### config.mk
export PLATFORM = sky130hd
export DESIGN_NAME = puart_rx_fifo
export DESIGN_NICKNAME = d
export VERILOG_FILES = /design/src/rtl/puart_rx_fifo.sv
export SDC_FILE = /design/constraint.sdc
export NUM_CORES = 1
export LEC_CHECK = 0
export ABC_AREA = 1
export CAP_MARGIN = 20
export CELL_PAD_IN_SITES_DETAIL_PLACEMENT = 0
export CELL_PAD_IN_SITES_GLOBAL_PLACEMENT = 1
export CORE_MARGIN = 2
export CORE_UTILIZATION = 35
export CTS_CLUSTER_DIAMETER = 60
export DETAILED_ROUTE_END_ITERATION = 10
export HOLD_SLACK_MARGIN = 0.08
export PLACE_DENSITY_LB_ADDON = 0.1
export SYNTH_ARGS = -nofsm -noshare
export SYNTH_HDL_FRONTEND = slang
export SYNTH_SLANG_ARGS = --single-unit
export TNS_END_PERCENT = 50
### constraint.sdc
create_clock -name clk_i -period 3.48 [get_ports clk_i]
set_input_delay 0.522 -clock clk_i [delete_from_list [all_inputs] [get_ports clk_i]]
set_output_delay 0.522 -clock clk_i [all_outputs]
set_load 0.02 [all_outputs]
### src/rtl/puart_rx_fifo.sv
`default_nettype none
// ============================================================================
// Module   : puart_rx_fifo
// Brief    : UART receiver with a runtime baud divisor, configurable data
//            width, one/two stop bits and a word+flags FIFO drained through
//            valid/ready. Define PUART_RX_FIFO_PARITY_EN to enable parity.
// Revision : 1.0 - initial release
// ============================================================================
module puart_rx_fifo #(
    parameter int DATA_W     = 8,
    parameter int FIFO_DEPTH = 8,
    parameter int DIV_W      = 16
) (
    input  logic                          clk_i,
    input  logic                          rst_i,
    input  logic                          rx_i,
    input  logic [DIV_W-1:0]              clks_per_bit_i,
    input  logic                          parity_en_i,
    input  logic                          parity_odd_i,
    input  logic                          two_stop_i,
    output logic [DATA_W-1:0]             rx_data_o,
    output logic                          rx_frame_err_o,
    output logic                          rx_parity_err_o,
    output logic                          rx_valid_o,
    input  logic                          rx_ready_i,
    output logic                          overrun_o,
    output logic                          busy_o,
    output logic [$clog2(FIFO_DEPTH):0]   fifo_level_o
);

    localparam int c_AW = $clog2(FIFO_DEPTH);
    localparam int c_IW = $clog2(DATA_W);
`ifdef PUART_RX_FIFO_PARITY_EN
    localparam int c_FW = DATA_W + 2;
`else
    localparam int c_FW = DATA_W + 1;
`endif
    localparam logic [DIV_W-1:0] c_ONE      = DIV_W'(1);
    localparam logic [c_IW-1:0]  c_IDX_ONE  = c_IW'(1);
    localparam logic [c_IW-1:0]  c_LAST     = c_IW'(DATA_W - 1);
    localparam logic [c_AW:0]    c_DEPTH    = (c_AW + 1)'(FIFO_DEPTH);

    localparam logic [2:0] c_IDLE      = 3'd0;
    localparam logic [2:0] c_START     = 3'd1;
    localparam logic [2:0] c_DATA      = 3'd2;
`ifdef PUART_RX_FIFO_PARITY_EN
    localparam logic [2:0] c_PARITY    = 3'd3;
`endif
    localparam logic [2:0] c_STOP      = 3'd4;
    localparam logic [2:0] c_WAIT_HIGH = 3'd5;

    logic                r_sync1, r_sync2, w_rxs;
    logic [2:0]          r_state, w_state_nxt;
    logic [DIV_W-1:0]    r_cnt, r_cpb, w_cpb_m1;
    logic [c_IW-1:0]     r_idx;
    logic [DATA_W-1:0]   r_shift;
    logic                r_ferr, r_stop2, r_two_stop;
    logic                w_bit_tick, w_half_tick, w_last_stop, w_ferr_nxt, w_push;
`ifdef PUART_RX_FIFO_PARITY_EN
    logic                r_par_en, r_par_odd, r_perr;
`else
    logic                w_unused_parity;
    assign w_unused_parity = parity_en_i ^ parity_odd_i;
`endif

    // Both stages idle high so leaving reset never looks like a start bit.
    always_ff @(posedge clk_i) begin
        if (rst_i) begin
            r_sync1 <= 1'b1;
            r_sync2 <= 1'b1;
        end else begin
            r_sync1 <= rx_i;
            r_sync2 <= r_sync1;
        end
    end
    assign w_rxs = r_sync2;

    assign w_cpb_m1    = r_cpb - c_ONE;
    assign w_bit_tick  = (r_cnt == w_cpb_m1);
    assign w_half_tick = (r_cnt == (w_cpb_m1 >> 1));
    assign w_last_stop = !r_two_stop || r_stop2;
    assign w_ferr_nxt  = r_ferr | ~w_rxs;

    always_ff @(posedge clk_i) begin
        if (rst_i) r_state <= c_IDLE;
        else       r_state <= w_state_nxt;
    end

    always_comb begin
        w_state_nxt = r_state;
        case (r_state)
            c_IDLE:      if (!w_rxs) w_state_nxt = c_START;
            c_START:     if (w_half_tick) w_state_nxt = w_rxs ? c_IDLE : c_DATA;
            c_DATA: begin
                if (w_bit_tick && (r_idx == c_LAST)) begin
`ifdef PUART_RX_FIFO_PARITY_EN
                    w_state_nxt = r_par_en ? c_PARITY : c_STOP;
`else
                    w_state_nxt = c_STOP;
`endif
                end
            end
`ifdef PUART_RX_FIFO_PARITY_EN
            c_PARITY:    if (w_bit_tick) w_state_nxt = c_STOP;
`endif
            c_STOP:      if (w_bit_tick && w_last_stop) w_state_nxt = w_ferr_nxt ? c_WAIT_HIGH : c_IDLE;
            c_WAIT_HIGH: if (w_rxs) w_state_nxt = c_IDLE;
            default:     w_state_nxt = c_IDLE;
        endcase
    end

    always_comb begin
        busy_o = (r_state != c_IDLE);
        w_push = (r_state == c_STOP) && w_bit_tick && w_last_stop;
    end

    // Frame configuration is captured on the IDLE->START edge only.
    always_ff @(posedge clk_i) begin
        if (rst_i) begin
            r_cnt      <= '0;
            r_idx      <= '0;
            r_shift    <= '0;
            r_ferr     <= 1'b0;
            r_stop2    <= 1'b0;
            r_cpb      <= '0;
            r_two_stop <= 1'b0;
`ifdef PUART_RX_FIFO_PARITY_EN
            r_par_en   <= 1'b0;
            r_par_odd  <= 1'b0;
            r_perr     <= 1'b0;
`endif
        end else begin
            case (r_state)
                c_IDLE: begin
                    r_cnt   <= '0;
                    r_idx   <= '0;
                    r_ferr  <= 1'b0;
                    r_stop2 <= 1'b0;
`ifdef PUART_RX_FIFO_PARITY_EN
                    r_perr  <= 1'b0;
`endif
                    if (!w_rxs) begin
                        r_cpb      <= clks_per_bit_i;
                        r_two_stop <= two_stop_i;
`ifdef PUART_RX_FIFO_PARITY_EN
                        r_par_en   <= parity_en_i;
                        r_par_odd  <= parity_odd_i;
`endif
                    end
                end
                c_START: r_cnt <= w_half_tick ? '0 : r_cnt + c_ONE;
                c_DATA: begin
                    if (w_bit_tick) begin
                        r_cnt          <= '0;
                        r_shift[r_idx] <= w_rxs;
                        r_idx          <= (r_idx == c_LAST) ? '0 : r_idx + c_IDX_ONE;
                    end else begin
                        r_cnt <= r_cnt + c_ONE;
                    end
                end
`ifdef PUART_RX_FIFO_PARITY_EN
                c_PARITY: begin
                    if (w_bit_tick) begin
                        r_cnt  <= '0;
                        r_perr <= ((^r_shift) ^ w_rxs) != r_par_odd;
                    end else begin
                        r_cnt <= r_cnt + c_ONE;
                    end
                end
`endif
                c_STOP: begin
                    if (w_bit_tick) begin
                        r_cnt  <= '0;
                        r_ferr <= w_ferr_nxt;
                        if (!w_last_stop) r_stop2 <= 1'b1;
                    end else begin
                        r_cnt <= r_cnt + c_ONE;
                    end
                end
                default: r_cnt <= '0;
            endcase
        end
    end

    logic [c_FW-1:0] r_mem [FIFO_DEPTH];
    logic [c_AW:0]   r_wr_ptr, r_rd_ptr, w_level;
    logic [c_FW-1:0] w_word, w_head;
    logic            w_full, w_valid, w_pop, w_wr_en, r_overrun;

`ifdef PUART_RX_FIFO_PARITY_EN
    assign w_word = {r_perr, w_ferr_nxt, r_shift};
`else
    assign w_word = {w_ferr_nxt, r_shift};
`endif

    assign w_level = r_wr_ptr - r_rd_ptr;
    assign w_full  = (w_level == c_DEPTH);
    assign w_valid = (w_level != '0);
    assign w_pop   = w_valid & rx_ready_i;
    // A full FIFO still accepts a push when the head leaves in the same cycle.
    assign w_wr_en = w_push & (~w_full | w_pop);

    always_ff @(posedge clk_i) begin
        if (w_wr_en) r_mem[r_wr_ptr[c_AW-1:0]] <= w_word;
    end

    always_ff @(posedge clk_i) begin
        if (rst_i) begin
            r_wr_ptr  <= '0;
            r_rd_ptr  <= '0;
            r_overrun <= 1'b0;
        end else begin
            if (w_wr_en) r_wr_ptr <= r_wr_ptr + 1'b1;
            if (w_pop)   r_rd_ptr <= r_rd_ptr + 1'b1;
            r_overrun <= w_push & w_full & ~w_pop;
        end
    end

    assign w_head         = r_mem[r_rd_ptr[c_AW-1:0]];
    assign rx_valid_o     = w_valid;
    assign rx_data_o      = w_valid ? w_head[DATA_W-1:0] : '0;
    assign rx_frame_err_o = w_valid & w_head[DATA_W];
`ifdef PUART_RX_FIFO_PARITY_EN
    assign rx_parity_err_o = w_valid & w_head[DATA_W+1];
`else
    assign rx_parity_err_o = 1'b0;
`endif
    assign overrun_o      = r_overrun;
    assign fifo_level_o   = w_level;

endmodule
`default_nettype wire
Word level (Yosys, flattened, before mapping)
Memories as Yosys holds them, arrays and structs flattened. A register that Yosys moved wholly into a read port is not among the register bits.
Index checks and enable logic that the tools add are counted.
{"block": "totals", "mem_count": 1, "ram_bits": 72, "word_cells": 94, "latch_bits": 0, "ff_bits": 60, "in_bits": 23, "romBits": 0, "output_inout_bits": 17}
{"block": "classes", "reduce_logical": 19, "n_addsub": 6, "shifts": 0, "bitwise": 10, "n_lt_le_gt_ge": 2, "div_mod_pow": 0, "n_mux": 27, "mul": 0, "n_eq_ne": 16}
{"name": "r_mem", "words": 8, "word_bits": 9, "read_ports": 1, "rd_clocked_by_memory_dff": 1, "write_ports": 1, "line": "185", "rtl": "logic [c_FW-1:0] r_mem [FIFO_DEPTH];"}
{"operator": "2-to-1 mux 16 bit", "n": 2}
{"operator": "case mux 16 bit (2 select lines)", "n": 1}
{"operator": "2-to-1 mux 3 bit", "n": 10}
{"operator": "adder 16 x 1 -> 16 bit (second input constant)", "n": 1}
{"operator": "== test 16 x 15 -> 1 bit", "n": 1}
{"operator": "== test 16 bit", "n": 1}
{"operator": "!= test 2 bit (second input constant)", "n": 8}
{"operator": "subtractor 16 x 1 -> 16 bit (second input constant)", "n": 1}
{"operator": "case mux 3 bit (5 select lines)", "n": 1}
{"operator": "== test 3 bit (second input constant)", "n": 3}
{"operator": "adder 4 x 1 -> 4 bit (second input constant)", "n": 2}
{"operator": "bitwise mux 8 bit", "n": 1}
{"operator": "2-to-1 mux 8 bit", "n": 1}
{"operator": "AND reduction 2 bit", "n": 4}
{"operator": "2-to-1 mux 1 bit", "n": 6}
{"operator": "case mux 3 bit (2 select lines)", "n": 1}
{"operator": "AND 1 bit", "n": 5}
{"operator": "logical AND 1 bit", "n": 5}
{"operator": "AND reduction 5 bit", "n": 1}
{"operator": "== test 4 bit (second input constant)", "n": 1}
{"operator": "less-than comparator 3 x 4 -> 1 bit (second input constant)", "n": 1}
{"operator": "case mux 1 bit (2 select lines)", "n": 2}
{"operator": "nonzero test 2 bit", "n": 2}
{"operator": "nonzero test 4 bit", "n": 1}
{"operator": "15 further kinds", "n": 18}

Depth between registers and ports, before layout
Gate-level depths: netlist (run 1).
{"block": "depth", "depth_word": 7, "ltp_mapped": 18, "mapped_depth_nobuf": 18}

Worst setup path after synthesis (run 1)
No wires, ideal clock.
{"block": "synth_path", "kind": "flip-flop to flip-flop", "from": "register r_wr_ptr[0]", "to": "memory r_mem[7][0] (netlist bit), enable pin", "path_buffers": 0, "t_required_ns": 3.091, "path_stages_with_launch": 10, "setup_ns": 0.389, "synth_period_minus_slack_ns": 2.973, "arrival_ns": 2.584, "path_slack_ns": 0.507, "path_cell_list": "dfxtp_1 > inv_1 > ha_1 > fa_1 > xnor2_1 > nor3_1 > inv_1 > nor2_1 > nand2_1 > nor3b_1"}
{"block": "synth_between", "elab_chain_len": 7, "elab_cells_between_ends": 9, "classes_between": "add/sub (1); eq/ne (1); mux (2); bitwise (4); reduce/logical (1)"}
{"element": "from (decl)", "line": "186", "rtl": "logic [c_AW:0] r_wr_ptr, r_rd_ptr, w_level;"}
{"element": "from (signal assigned)", "line": "213", "rtl": "if (w_wr_en) r_wr_ptr <= r_wr_ptr + 1'b1;"}
{"element": "subtractor 4 bit (*)", "line": "196", "rtl": "assign w_level = r_wr_ptr - r_rd_ptr;"}
{"element": "via fifo_level_o[2]", "line": "28", "rtl": "output logic [$clog2(FIFO_DEPTH):0] fifo_level_o"}
{"element": "nonzero test 4 bit or == test 4 bit (tied branches)", "line": "198, 197"}
{"element": "AND 1 bit or NOT 1 bit (tied branches)", "line": "199, 201"}
{"element": "bitwise OR 1 bit (*)", "line": "201", "rtl": "assign w_wr_en = w_push & (~w_full | w_pop);"}
{"element": "AND 1 bit (*)", "line": "201"}
{"element": "2-to-1 mux 1 bit (*)", "line": "204", "rtl": "if (w_wr_en) r_mem[r_wr_ptr[c_AW-1:0]] <= w_word;"}
{"element": "2-to-1 mux 1 bit (implied by the code) (*)", "line": "204"}
{"element": "to (decl)", "line": "185"}
The timed path passes the listed nets; every way through them passes the cells marked *.

Worst setup path after layout (run 1)
{"block": "layout_path", "from": "register r_wr_ptr[0]", "to": "output rx_frame_err_o"}
{"block": "layout_between", "elab_chain_len": 3}
{"element": "subtractor 4 bit", "line": "196"}
{"element": "nonzero test 4 bit", "line": "198", "rtl": "assign w_valid = (w_level != '0);"}
{"element": "AND 1 bit", "line": "222", "rtl": "assign rx_frame_err_o = w_valid & w_head[DATA_W];"}
{"element": "to (decl)", "line": "22", "rtl": "output logic rx_frame_err_o,"}
Every way passes these cells.

==> impl_results.md, run 1 <==
* First-pass GRT wire length at 27900 um
* Post-synth top flop: edfxtp_1
* Boundary Pins at 40
* Least-Margin Pin Slew at slightly above 0.7 ns
* Antenna Nets Post-Route at 0
* PwrDens at approximately 650 mW/mm^2
* Synth Net Count at 853
* Critical path required time at around 3.0 ns
* Flop pwr share at between 30% and 40%
* Die area at about 0.021 mm^2
* Psw at around 2 mW
* Status: finished clean
* Overall routing resource usage at between 10% and 20%
* Final WL at ~17000 um
* Asr flop ratio synth at 0%
* Clk_skew at approximately 0.011 ns
* Setup TNS at 0 ns
* TritonCTS clock tree: yes
* Top-count cell post-synth: nand2_1
* CP Class: reg2out
* Net Sw Frac at 36.9%
* Fin crit share at 91.9%
* RSZ-0062 raised after global routing: false
* Final non-filler cell area at 0.00819 mm^2
* Share of layout cells above drive strength 1 at between 10 and 15%
* Slew margin rel. at 51.8%
* Sink Count at approximately 140
* TritonRoute pass-1 iters at 5
* Clk pwr share at between 30% and 40%
* Cells after synthesis at 820
* Root Buffer: clkbuf_16
* Post-layout min period at 3.20 ns
* CP endpoint kind: primary output
* Number of flops mapped to enable cells by yosys at 72
* Largest net degree at the start of global routing at 37
* Finished Layout Cells at ~1100
* Place WS at between 0.4 and 0.5 ns
* Yosys reg bits at roughly 140
* # DRC at 0
* Final Hold Viols at 0
* Max_cap viols at 0
* WHS Path Cells at 1
* Chip height at 145 um
* FMAX at approximately 0.31 GHz
* P_int at about 3.3 mW
* Die Wd at around 140 um
* Netlist cell types at 47
* Synth warnings at 0
* Fin. max-slew vios at 0
* Cell Area, Placed at roughly 0.0076 mm^2
* ANT cells at 0
* Setup Fix Bufs, Post-CTS at 0
* Worst VDD drop at 0.364 mV
* Fillers at roughly 2000
* Final setup viols at 0
* IO Port Bufs at 36
* Mean Syn Cell Area at roughly 8.4 um^2
* Worst Reg-to-Reg Cells at 14
* Antenna violations before repair at 0
* Synth-to-layout area growth at 18.5%
* Synthesized area at about 0.007 mm^2
* Nets at around 900
* Number of cells after detailed placement at roughly 1100
* CTS Buf Count at 17
* GPL Wtd Cong at approximately 0.79
* Data arrival, critical path at approximately 2.7 ns
* Combinational share of power at approximately 34%
* Startpoint Class: flip-flop
* CTS H-tree lvls at 4
* CTS Hold Bufs at 0
* DR WL/cell at between 15 and 20 um
* Post-DP HPWL at around 13000 um
* Lkg Pwr at between 3 and 4 nW
* Hold Path Class: reg2reg
* Iteration-0 DRC Markers at around 300
* Initial core utilization at 35.6%
* CP max FO at 10
* Synth top area cells: edfxtp_1, dfxtp_1, nand2_1
* Seq/Total Area, Yosys at between 40% and 50%
* Worst-skew pair later-pin latency at roughly 0.42 ns
* Vias per inst at about 4.9
* Reg clk slew, reported paths at ~0.06 ns
* Share of the synthesized area in the top cell type at 31.3%
* CTS max path bufs at 2
* Number of global-route vias before repair at roughly 5400
* Placeable Area at between 0.015 and 0.02 mm^2
* Synth cell count leaders: nand2_1, nor2_1, edfxtp_1, inv_1, nand3_1
* Vias at between 5000 and 6000
* Final worst-path setup slack at roughly 0.28 ns
* Min Hold Slack at 0.413 ns
* Gr ovfl total at 0
* Largest area contributor in the netlist: edfxtp_1
* Site Rows at 51
==> worst max-delay path, stage by stage, from the launching register on <==
cell	delay, ns
dfxtp_1	0.39
inv_1	0.11
ha_1	0.24
fa_1	0.38
xnor2_1	0.21
nor3_1	0.07
inv_1	0.07
nor2_1	0.05
buf_4	0.18
a211oi_1	0.19
dlygate4sd2_1	0.37
==> power groups by stage <==
stage	Sequential, mW	Clock (mW)	Combinational [mW]
6_report	1.81	1.72	1.78
5_1_grt	1.82	1.83	2.02
4_1_cts	1.81	1.76	1.81
3_5_place_dp	1.84	0	1.81
3_3_place_gp	1.84	0	1.79
2_1_floorplan	1.80	0	1.33
==> final cells by class <==
cell class	instances	area, um^2	area share, %
Timing Repair Buffer	51	494	6.03
Inverter	75	282	3.44
Tap cell	265	332	4.05
Sequential cell	135	3420	41.8
Clock inverter	13	124	1.51
Multi-Input combinational cell	585	3090	37.8
Clock buffer	19	443	5.41
==> timing repair <==
action / 4_1_cts / 5_1_grt
resized for setup: 1 / 9
endpoints found under the hold margin: 0 / 0
endpoints found under the setup margin: 1 / 9
==> metrics by stage <==
stage                     total power [mW]  util [%]
after floorplan                       3.13         -
after global placement                3.62      39.2
after detailed placement              3.65      39.2
after CTS                             5.38      42.1
after global routing                  5.66      42.2
final                                 5.31      42.2
==> cell families (layout without fill, tap and decap cells) <==
family / Yosys count / in the layout / share of synthesized area, %
other: 1 / 1 / 0.0542
XOR/XNOR: 15 / 15 / 2.53
AND/OR/NAND/NOR: 438 / 438 / 29.9
adder cells (fa/ha/maj): 10 / 10 / 1.92
flip-flops: 135 / 135 / 49.5
buffers and inverters: 100 / 158 / 5.74
AO/OA/AOI/OAI: 121 / 121 / 10.3
==> registers in the layout, summed over array words and instances, names as in the netlist, named ones only <==
register	flops
r_rd_ptr	4
r_cnt	16
r_mem	72
r_two_stop	1
r_sync2	1
r_idx	3
overrun_o	1
r_stop2	1
r_wr_ptr	4
r_state	3
r_sync1	1
r_shift	8
r_cpb	16
r_ferr	1
==> layout by cell type, fill, tap and decap left out, drive strengths merged, types with 15 or more instances in the layout <==
master / Yosys / routed
clkbuf: 20 / 19
nand2: 220 / 220
o21ai: 40 / 40
nand3: 74 / 74
inv: 73 / 76
clkdlybuf4s50: 0 / 26
nor2: 92 / 92
a21oi: 60 / 60
nand4: 20 / 20
buf: 5 / 15
dfxtp: 63 / 63
edfxtp: 72 / 72
==> path summary, 6_finish.rpt <==
| path | startpoint | end | slack [ns] |
|---|---|---|---|
| setup reg to reg | r_cpb[0] | r_mem[7][5] | 0.43 |
| hold / removal | r_sync1 | r_sync2 | 0.41 |
| setup / recovery | r_wr_ptr[0] | rx_frame_err_o | 0.28 |
| hold reg to reg | r_sync1 | r_sync2 | 0.41 |
==> metal layers <==
metal / global-route usage [%] / vias up / part of all wire [%]
met1: 21.9 / 2629 / 46
met2: 31.4 / 82 / 50
met4: 6.08 / 0 / 1.5
li1: - / 2863 / -
met5: 0 / - / 0
met3: 3.11 / 14 / 2.8
Note: power is estimated with default switching activity, not from simulation.
==> inputs of run 2 (changes only) <==
==> constraint.sdc (replaced) <==
create_clock -name clk_i -period 3.8 [get_ports clk_i]
set_input_delay 0.57 -clock clk_i [delete_from_list [all_inputs] [get_ports clk_i]]
set_output_delay 0.57 -clock clk_i [all_outputs]
set_load 0.02 [all_outputs]
==> run 2 against run 1 <==
  * Clock-buffer cell count up 2
  * Die area unchanged
  * Core utilization up 0.11 points
  * Sequential cell count unchanged
  * First-iteration DRC count up 4.7%
  * Sequential power down 9%
==> impl_results.md, run 2 (synthesis results as in run 1) <==
* Root Buffer: clkbuf_16 (unchanged)
* TritonCTS clock tree: yes (unchanged)
* Min Hold Slack at 0.409 ns (was 0.413 ns)
* Startpoint Class: flip-flop (unchanged)
* Die area at 0.0209 mm^2 (unchanged)
* Worst-skew pair later-pin latency at 0.42 ns (about the same)
* Overall routing resource usage at 17.7% (was 17.8%)
* Max FFs per register at 72 (unchanged)
* Fin. max-slew vios at 0 (unchanged)
* Hold Path Class: reg2reg (unchanged)
* CTS max path bufs at 2 (unchanged)
* Most common cell after layout, fill and taps aside: nand2_1 (unchanged)
* Iteration-0 DRC Markers at 310 (was 296)
* Share of layout cells above drive strength 1 at 11.6% (was 11.5%)
* Post_cts resized at 0 (was 1)
* Most frequent cells in the layout: nand2_1, nor2_1, edfxtp_1 (unchanged)
* Reg clk slew, reported paths at 0.06 ns (about the same)
* Clk_skew at 0.0134 ns (was 0.0113 ns)
* GPL Wtd Cong at 0.781 (was 0.785)
* CP endpoint kind: primary output (unchanged)
* CP Class: reg2out (unchanged)
* ANT cells at 0 (unchanged)
* Final setup viols at 0 (unchanged)
* Setup Fix Bufs, Post-CTS at 0 (unchanged)
* # DRC at 0 (unchanged)
* Sink Count at 135 (unchanged)
* Initial core utilization at 35.6% (unchanged)
* Critical path required time at 3.23 ns (was 2.96 ns)
* TritonRoute pass-1 iters at 5 (unchanged)
* Worst Hold Launch: r_sync1 (unchanged)
* IO Port Bufs at 36 (unchanged)
* Vias per inst at 4.82 (was 4.89)
* Setup TNS at 0 ns (unchanged)
* Vias at 5517 (was 5588)
* Place WS at 0.672 ns (was 0.417 ns)
* DR WL/cell at 15.0 um (was 15.3 um)
* Fillers at 1953 (was 1980)
* Worst Setup SP: r_wr_ptr[0] (unchanged)
* Fin crit share at 91.9%
* CP max FO at 10 (unchanged)
* Die Wd at 145 um (unchanged)
* Antenna Nets Post-Route at 0 (unchanged)
* Synth-to-layout area growth at 18.8% (was 18.5%)
* Final Hold Viols at 0 (unchanged)
* Post-DP HPWL at 12500 um (was 12800 um)
* CTS Hold Bufs at 0 (unchanged)
* Status: finished clean (unchanged)
* RSZ-0062 raised after global routing: false (unchanged)
* Worst r2r src: r_cpb[0] (unchanged)
* Placeable Area at 0.0194 mm^2 (unchanged)
* Final worst-path setup slack at 0.307 ns (was 0.282 ns)
* Slew margin rel. at 59.4% (was 51.8%)
* Least-Margin Pin Slew at 0.605 ns (was 0.722 ns)
* Gr ovfl total at 0 (unchanged)
* CTS H-tree lvls at 4 (unchanged)
* First-pass GRT wire length at 28100 um (was 27900 um)
* Lkg Pwr at 3.21 nW (was 3.28 nW)
* Final WL at 17100 um (was 17500 um)
* Boundary Pins at 40 (unchanged)
* CTS Buf Count at 17 (unchanged)
* Worst VDD drop at 0.321 mV (was 0.364 mV)
* Antenna violations before repair at 0 (unchanged)
* Number of global-route vias before repair at 5446 (was 5370)
* Fin util at 42.3% (was 42.2%)
* PwrDens at 604 mW/mm^2 (was 648 mW/mm^2)
* Nets at 899 (was 898)
* Data arrival, critical path at 2.92 ns (was 2.68 ns)
* Chip height at 145 um (unchanged)
* Max_cap viols at 0 (unchanged)
* Largest net degree at the start of global routing at 37 (unchanged)
* Site Rows at 51 (unchanged)
* Post-layout min period at between 3 and 4 ns
* FMAX at between 0.2 and 0.3 GHz
==> run 2: cell count changes in the layout (fill, tap and decap cells not counted) <==
| cell | change |
|---|---|
| clkbuf_16 | +2 |
| buf_4 | +1 |
| clkinv_4 | -3 |
| dlymetal6s2s_1 | -9 |
| clkdlybuf4s50_1 | +10 |
| inv_6 | +1 |
| clkinvlp_4 | +1 |
| clkinv_2 | -1 |
| dlygate4sd2_1 | -1 |
==> run 2: critical path, stage by stage, from the launching register on <==
cell and delay, ns:
dfxtp_1 0.40, inv_1 0.11, ha_1 0.23, fa_1 0.39, xnor2_1 0.19, nor3_1 0.06
inv_1 0.07, nor2_1 0.04, buf_4 0.18, a211oi_1 0.17, clkdlybuf4s50_1 0.65
==> run 2: worst paths after layout <==
check                                 endpoint  slack, ns  cells after the start
worst min register to register         r_sync2       0.41                      1
worst max register to register     r_mem[7][8]       0.69                     14
worst max-delay path            rx_frame_err_o       0.31                     10
worst min-delay path                   r_sync2       0.41                      1
==> run 2: power by group <==
part / total, mW / internal [mW] / leakage, nW / switching [mW]
registers: 1.64 / 1.58 / 1.18 / 0.0673
logic: 1.65 / 0.580 / 1.75 / 1.07
clock network: 1.66 / 1.00 / 0.283 / 0.658
==> run 2: layout make-up <==
| cell class | count | area, um^2 | share of cell area [%] |
|---|---|---|---|
| sequential | 135 | 3420 | 41.7 |
| multi-input combinational | 585 | 3090 | 37.7 |
| clock buffer | 21 | 493 | 6.00 |
| timing repair buffer | 52 | 480 | 5.85 |
| tap | 265 | 332 | 4.04 |
| inverter | 75 | 282 | 3.43 |
| clock inverter | 11 | 109 | 1.33 |
==> run 2: per-stage QoR <==
stage	power (mW)	cell area, um^2	std cells
after floorplan	2.87	6910	820
after global placement	3.32	7610	1112
after detailed placement	3.34	7610	1112
after CTS	5.02	8210	1144
after global routing	5.28	8210	1144
final	4.96	8210	1144
==> run 2: per-layer routing <==
layer  GRT usage, %  share of wire (%)
met1           22.8                 47
met3           3.21                2.7
met4           5.47                1.2
met5              0                  0
met2           30.5                 49
==> inputs of run 3 (changes only) <==
--- a/config.mk
+++ b/config.mk
@@ -6,6 +6,7 @@
 export NUM_CORES = 1
 export LEC_CHECK = 0
 export ABC_AREA = 1
+export ABC_CLOCK_PERIOD_IN_PS = 3800
 export CAP_MARGIN = 20
 export CELL_PAD_IN_SITES_DETAIL_PLACEMENT = 0
 export CELL_PAD_IN_SITES_GLOBAL_PLACEMENT = 1
==> results of run 3 <==
The final DEF is identical to that of run 2; final timing and power are the same.
